$ cat config.mk
export PLATFORM = sky130hd
export DESIGN_NAME = wb_regfile
export DESIGN_NICKNAME = d
export VERILOG_FILES = /design/src/rtl/mips_pkg.sv /design/src/rtl/regfile_core.sv /design/src/rtl/wb_regfile.sv
export SDC_FILE = /design/constraint.sdc
export NUM_CORES = 2
export LEC_CHECK = 0
export BUFFER_PORTS_ARGS = -buffer_cell sky130_fd_sc_hd__buf_2
export CORE_UTILIZATION = 69
export CTS_BUF_LIST = sky130_fd_sc_hd__clkbuf_4
export DETAILED_ROUTE_END_ITERATION = 12
export PLACE_DENSITY = 0.94
export SLEW_MARGIN = 0
export SYNTH_ARGS = -nofsm -noshare
export SYNTH_HDL_FRONTEND = slang
export SYNTH_SLANG_ARGS = --single-unit
$ cat constraint.sdc
create_clock -name clk -period 53.8 [get_ports clk]
set_clock_uncertainty 0.1 [all_clocks]
set_input_delay 0 -clock clk [delete_from_list [all_inputs] [get_ports clk]]
set_output_delay 0 -clock clk [all_outputs]
set_load 0.05 [all_outputs]
$ cat src/rtl/mips_pkg.sv
// Shared MIPS pipeline definitions.
// Widths, the hard-wired zero register and WB control bundle layout.
package mips_pkg;

  localparam int DATA_W     = 32;
  localparam int REG_ADDR_W = 5;

  localparam logic [REG_ADDR_W-1:0] ZERO_REG = 5'd0;

  localparam int REGWRITE_BIT = 1;
  localparam int MEMTOREG_BIT = 0;

  typedef logic [1:0] wb_ctrl_t;

  function automatic wb_ctrl_t pack_wb_ctrl(
    input logic regwrite,
    input logic memtoreg
  );
    wb_ctrl_t c;
    c = '0;
    c[REGWRITE_BIT] = regwrite;
    c[MEMTOREG_BIT] = memtoreg;
    return c;
  endfunction

endpackage

$ cat src/rtl/regfile_core.sv
// Architectural register file: storage, $0 masking and
// two combinational read ports with optional write-first bypass.
module regfile_core
  import mips_pkg::*;
#(
  parameter int DATA_W   = 32,
  parameter int ADDR_W   = 5,
  parameter int NUM_REGS = 32,
  parameter int BYPASS   = 1
) (
  input  logic              clk,
  input  logic              rst,
  input  logic              we,
  input  logic [ADDR_W-1:0] waddr,
  input  logic [DATA_W-1:0] wdata,
  input  logic [ADDR_W-1:0] rs_addr,
  input  logic [ADDR_W-1:0] rt_addr,
  output logic [DATA_W-1:0] rs_data,
  output logic [DATA_W-1:0] rt_data
);

  generate
    if (NUM_REGS != (1 << ADDR_W)) begin : g_bad_size
      $error("regfile_core: NUM_REGS must equal 2**ADDR_W");
    end
  endgenerate

  logic [DATA_W-1:0] regs [NUM_REGS];
  logic              wr;
  logic              byp_rs;
  logic              byp_rt;

  assign wr = we && (waddr != ADDR_W'(ZERO_REG));

  always_ff @(posedge clk or posedge rst) begin
    if (rst) begin
      for (int i = 0; i < NUM_REGS; i++) begin
        regs[i] <= '0;
      end
    end else if (wr) begin
      regs[waddr] <= wdata;
    end
  end

  assign byp_rs = (BYPASS != 0) && wr && (rs_addr == waddr);
  assign byp_rt = (BYPASS != 0) && wr && (rt_addr == waddr);

  // $0 check is last so it wins over both bypass and storage
  always_comb begin
    rs_data = regs[rs_addr];
    if (byp_rs) rs_data = wdata;
    if (rs_addr == ADDR_W'(ZERO_REG)) rs_data = '0;
  end

  always_comb begin
    rt_data = regs[rt_addr];
    if (byp_rt) rt_data = wdata;
    if (rt_addr == ADDR_W'(ZERO_REG)) rt_data = '0;
  end

endmodule

$ cat src/rtl/wb_regfile.sv
// Writeback stage: result mux, effective write enable, commit
// tracking and the register file it writes into.
module wb_regfile
  import mips_pkg::*;
#(
  parameter int DATA_W   = 32,
  parameter int ADDR_W   = 5,
  parameter int NUM_REGS = 32,
  parameter int BYPASS   = 1,
  parameter int CNT_W    = 32
) (
  input  logic              clk,
  input  logic              rst,
  input  logic              regwrite,
  input  logic              memtoreg,
  input  logic [DATA_W-1:0] read_data,
  input  logic [DATA_W-1:0] mem_alu_result,
  input  logic [ADDR_W-1:0] mem_write_reg,
  input  logic [ADDR_W-1:0] rs_addr,
  input  logic [ADDR_W-1:0] rt_addr,
  output logic [DATA_W-1:0] rs_data,
  output logic [DATA_W-1:0] rt_data,
  output logic [DATA_W-1:0] wb_data,
  output logic              wb_en,
  output logic [ADDR_W-1:0] last_wr_reg,
  output logic [DATA_W-1:0] last_wr_data,
  output logic [31:0]       wr_count
);

  wb_ctrl_t         ctrl;
  logic [CNT_W-1:0] cnt;

  assign ctrl = pack_wb_ctrl(regwrite, memtoreg);

  assign wb_data = ctrl[MEMTOREG_BIT] ? read_data : mem_alu_result;
  assign wb_en   = ctrl[REGWRITE_BIT]
                && (mem_write_reg != ADDR_W'(ZERO_REG));

  regfile_core #(
    .DATA_W  (DATA_W),
    .ADDR_W  (ADDR_W),
    .NUM_REGS(NUM_REGS),
    .BYPASS  (BYPASS)
  ) u_core (
    .clk    (clk),
    .rst    (rst),
    .we     (wb_en),
    .waddr  (mem_write_reg),
    .wdata  (wb_data),
    .rs_addr(rs_addr),
    .rt_addr(rt_addr),
    .rs_data(rs_data),
    .rt_data(rt_data)
  );

  always_ff @(posedge clk or posedge rst) begin
    if (rst) begin
      last_wr_reg  <= '0;
      last_wr_data <= '0;
      cnt          <= '0;
    end else if (wb_en) begin
      last_wr_reg  <= mem_write_reg;
      last_wr_data <= wb_data;
      cnt          <= cnt + 1'b1;
    end
  end

  // narrow counters exist only to make wrap reachable in simulation
  assign wr_count = 32'(cnt);

endmodule
==> results.sh, run 1 <==
export IMPL_status="aborted with a tool error"
export IMPL_haltStage="global routing (5_1_grt)"
export IMPL_error="[ERROR GRT-0116] Global routing finished with congestion. Check the congestion regions in the DRC Viewer."
export IMPL_htree_num_levels=5
export IMPL_synth_top_area_frac=0.485
export IMPL_port_buffers=248
export IMPL_synth_yosys_seq_area_share=0.485
export IMPL_ys_types=61
export IMPL_root_buffer="clkbuf_4"
export IMPL_syn_area_mm2=0.0564
export IMPL_cts_max_path_buffers=4
export IMPL_ioPinCount=249
export IMPL_yosys_mux_area_fraction=0.234
export IMPL_synth_top_family_by_area="multiplexers"
export IMPL_ctsResizeCount=0
export IMPL_die_width_um=288
export IMPL_initial_core_util=0.699
export IMPL_cts_sinks=1093
export IMPL_die_height_um=288
export IMPL_syn_inst=5126
export IMPL_ys_ff_latch=1093
export IMPL_syn_num_nets=5210
export IMPL_place_congestion=0.926
export IMPL_synth_area_leaders="dfrtp_1, mux4_2, o21ai_0, nand2_1, mux2i_1"
export IMPL_synth_compound_gate_area_share=0.131
export IMPL_synth_adder_area_share=0.000222
export IMPL_grtUsageTotal=0.618
export IMPL_grt_max_degree=171
export IMPL_placed_area_mm2=0.0578
export IMPL_dp_worst_setup_slack_ns=49.67
export IMPL_rows=104
export IMPL_grt_pass1_wl_mm=368
export IMPL_synthSimpleGateAreaFrac=0.0955
export IMPL_synthFlopType="dfrtp_1"
export IMPL_yosys_warnings=0
export IMPL_synth_edf_count=0
export IMPL_async_flop_share=1.00
export IMPL_grt_overflow=6
export IMPL_syn_avg_cell_area_um2=11.0
export IMPL_hpwl_mm=110
export IMPL_grt_pass1_vias=59600
export IMPL_cts_buffers=292
export IMPL_yosysTopAreaCell="dfrtp_1"
export IMPL_synth_xor_area_share=0.00636
[stage by stage]
| stage | hold slack (ns) | utilization | instances |
|---|---|---|---|
| after CTS | 0.0227 | 0.783 | 6652 |
| after floorplan | 0.189 | - | 5126 |
| after global placement | 0.0791 | 0.717 | 5999 |
| after detailed placement | 0.0943 | 0.717 | 5999 |
[what timing repair did]
action,in CTS
buffers inserted,0
hold buffers,186
hold endpoints to repair,1450
[synthesized netlist by cell type (26+ instances only)]
cell,number
a211oi_1,29
a21oi_1,443
a221o_1,27
a221oi_1,45
buf_2,95
buf_6,36
clkbuf_1,369
dfrtp_1,1093
inv_1,38
mux2i_1,223
mux4_2,480
nand2_1,748
nand3_1,45
nor2_1,462
nor2b_1,26
o21ai_0,626
o21ai_1,58
xnor2_1,31
[kinds of logic after synthesis]
logic type                 Yosys count
xor gates and xnor gates            41
and+or+nand+nor                   1349
adders and majority gates            1
DFF                               1093
AOI/OAI and AO/OA                 1343
muxes                              719
buffers and inverters              580
[routing by layer]
metal / overflow / global-route usage
met4: 1 / 0.542
met5: 0 / 0.277
met1: 1 / 0.621
met3: 0 / 0.514
met2: 4 / 0.764
==> inputs of run 2 (changes only) <==
CORE_UTILIZATION = 40   (was 69)
CTS_BUF_LIST = not set   (was sky130_fd_sc_hd__clkbuf_4)
PLACE_DENSITY = not set   (was 0.94)
PLACE_DENSITY_LB_ADDON = 0.15   (was not set)
==> run 2 against run 1 <==
  * Synthesized cell count is the same
  * Synthesized area did not move
  * The flow now finishes without violations
==> results.sh, run 2 <==
export IMPL_die_width_um=378
export IMPL_max_slew_margin=0.167
export IMPL_syn_inst=5126
export IMPL_area_growth_pct=13.9
export IMPL_route_detailed_drc=0
export IMPL_syn_num_nets=5210
export IMPL_routedLengthMet1_mm=92.1
export IMPL_multi_input_area_mm2=0.0270
export IMPL_wire_per_inst_um=29.3
export IMPL_synth_edf_count=0
export IMPL_yosys_warnings=0
export IMPL_setup_violations_final=0
export IMPL_final_common_cell="dfrtp_1"
export IMPL_via_per_inst=6.02
export IMPL_synth_yosys_seq_area_share=0.485
export IMPL_dieArea_mm2=0.143
export IMPL_drive_above_1_share=0.218
export IMPL_rows=137
export IMPL_ant_nets=0
export IMPL_num_vias=43000
export IMPL_yosysMostFrequentCell="dfrtp_1"
export IMPL_power_density_mw_per_mm2=40.6
export IMPL_drt_iter0_markers=4459
export IMPL_grt_pass1_vias=42100
export IMPL_cts_max_path_buffers=3
export IMPL_htree_num_levels=4
export IMPL_highest_layer="met5"
export IMPL_path_max_fanout=41
export IMPL_worstPathRequired_ns=53.70
export IMPL_ctsResizeCount=0
export IMPL_cts_buffers=131
export IMPL_yosysTopAreaCell="dfrtp_1"
export IMPL_clock_latency_ns=0.80
export IMPL_critPathKind="input port to output pin"
export IMPL_max_freq_ghz=0.209
export IMPL_port_buffers=248
export IMPL_met3_wirelength_mm=15.2
export IMPL_ys_ff_latch=1093
export IMPL_fillerInstances=12900
export IMPL_rr_worst_depth=6
export IMPL_synth_top_area_frac=0.485
export IMPL_crit_arrival_ns=4.69
export IMPL_syn_avg_cell_area_um2=11.0
export IMPL_slew_viol_final=0
export IMPL_postCtsSetupRepairBufs=0
export IMPL_grt_max_degree=149
export IMPL_wl_mm=210
export IMPL_grtUsageTotal=0.297
export IMPL_hold_class="input port to flop"
export IMPL_syn_area_mm2=0.0564
export IMPL_ioPinCount=249
export IMPL_cts_tree="done"
export IMPL_hold_violations=0
export IMPL_async_flop_share=1.00
export IMPL_hpwl_mm=118
export IMPL_worst_pin_slew_ns=1.25
export IMPL_ir_worst_vdd_uv=21.7
export IMPL_antenna_found_initial=5
export IMPL_final_cell_mix="dfrtp_1, nand2_1, o21ai_0"
export IMPL_cts_sinks=1093
export IMPL_core_mm2=0.140
export IMPL_hold_depth=3
export IMPL_grt_pass1_wl_mm=306
export IMPL_synthFlopType="dfrtp_1"
export IMPL_synth_area_leaders="dfrtp_1, mux4_2, o21ai_0, nand2_1, mux2i_1"
export IMPL_clk_pin_slew_ns=0.06
export IMPL_die_height_um=378
export IMPL_fin_nets=5257
export IMPL_place_congestion=0.839
export IMPL_ys_types=61
export IMPL_drv_cap=0
export IMPL_first_pass_iters=5
export IMPL_final_util=0.460
export IMPL_leakagePower_nw=27.8
export IMPL_post_route_min_period_ns=4.79
export IMPL_root_buffer="clkbuf_16"
export IMPL_period_share=0.0889
export IMPL_status="complete, no violations"
export IMPL_tns_ns=0
export IMPL_wl_met2_mm=95.3
export IMPL_largest_register_ffs=1024
export IMPL_rsz0062_at_grt="no"
export IMPL_largest_register="u_core.regs"
export IMPL_netlist_top_cells_count="dfrtp_1, nand2_1, o21ai_0"
export IMPL_regArea_mm2=0.0274
export IMPL_initial_core_util=0.404
export IMPL_startpoint_type="input port"
export IMPL_end_kind="output pin"
export IMPL_grt_overflow=0
run 2: metrics by stage:
step	instances	hold WS [ns]	cell area [µm²]	total power, mW	setup WS, ns
2_1_floorplan	5126	0.189	56400	1.54	22.93
3_3_place_gp	6832	0.0551	59100	1.69	49.47
3_5_place_dp	6832	0.0861	59100	1.71	49.41
4_1_cts	7144	0.0605	64300	2.62	49.20
5_1_grt	7144	0.145	64300	2.72	49.00
6_report	7146	0.121	64300	2.61	49.01
run 2: where the power goes:
| group | switching, mW | internal (mW) |
|---|---|---|
| combinational | 0.323 | 0.268 |
| clock | 0.370 | 0.529 |
| sequential | 0.128 | 0.989 |
| total | 0.822 | 1.79 |
run 2: worst paths after layout:
check / slack (ns) / startpoint / endpoint
max reg2reg: 51.80 / wr_count[10] / wr_count[26]
min in group asynchronous: 0.42 / rst / u_core.regs[570]
max: 49.01 / mem_write_reg[4] / rs_data[29]
max in group asynchronous: 50.10 / rst / u_core.regs[772]
min: 0.12 / mem_write_reg[2] / last_wr_reg[2]
min reg2reg: 0.29 / u_core.regs[1003] / u_core.regs[1003]
run 2: logic make-up (layout without fill, tap and decap cells):
kind of cell | after synthesis | in the layout | synth area share
fa+ha+maj | 1 | 1 | 0.000222
flops | 1093 | 1093 | 0.485
buf+inv | 580 | 722 | 0.0476
simple gates | 1349 | 1349 | 0.0955
compound gates | 1343 | 1343 | 0.131
xor+xnor | 41 | 41 | 0.00636
mux | 719 | 719 | 0.234
other cells | 0 | 2 | 0
run 2: critical path, stage by stage:
cell and delay (ns):
dlygate4sd3_1 0.56, buf_2 0.22, or3_1 0.44, o31ai_4 0.29
inv_2 0.20, nand4_4 0.10, buf_4 0.42, buf_4 0.67
nand2_1 0.40, o32ai_1 0.92, buf_2 0.41
run 2: layout make-up:
| class | count | area share |
|---|---|---|
| diodes | 2 | 0.0000779 |
| clock buffers | 191 | 0.0599 |
| clock inverters | 37 | 0.00670 |
| inverters | 40 | 0.00249 |
| multi-input cells | 3453 | 0.419 |
| flip-flops and latches | 1093 | 0.426 |
| well taps | 1876 | 0.0365 |
| repair buffers | 454 | 0.0492 |
run 2: repair_timing:
item                                    CTS  global route
hold buffers                             84             0
setup endpoints to repair                 0             0
endpoints found under the hold margin  1218             0
run 2: metal layers:
metal  global-route usage  up-vias
li1                     -    18600
met1                0.427    22300
met2                0.456     1744
met3               0.0509      349
met4                0.102        4
met5                    0        -
Power figures use the tool's default switching activity.
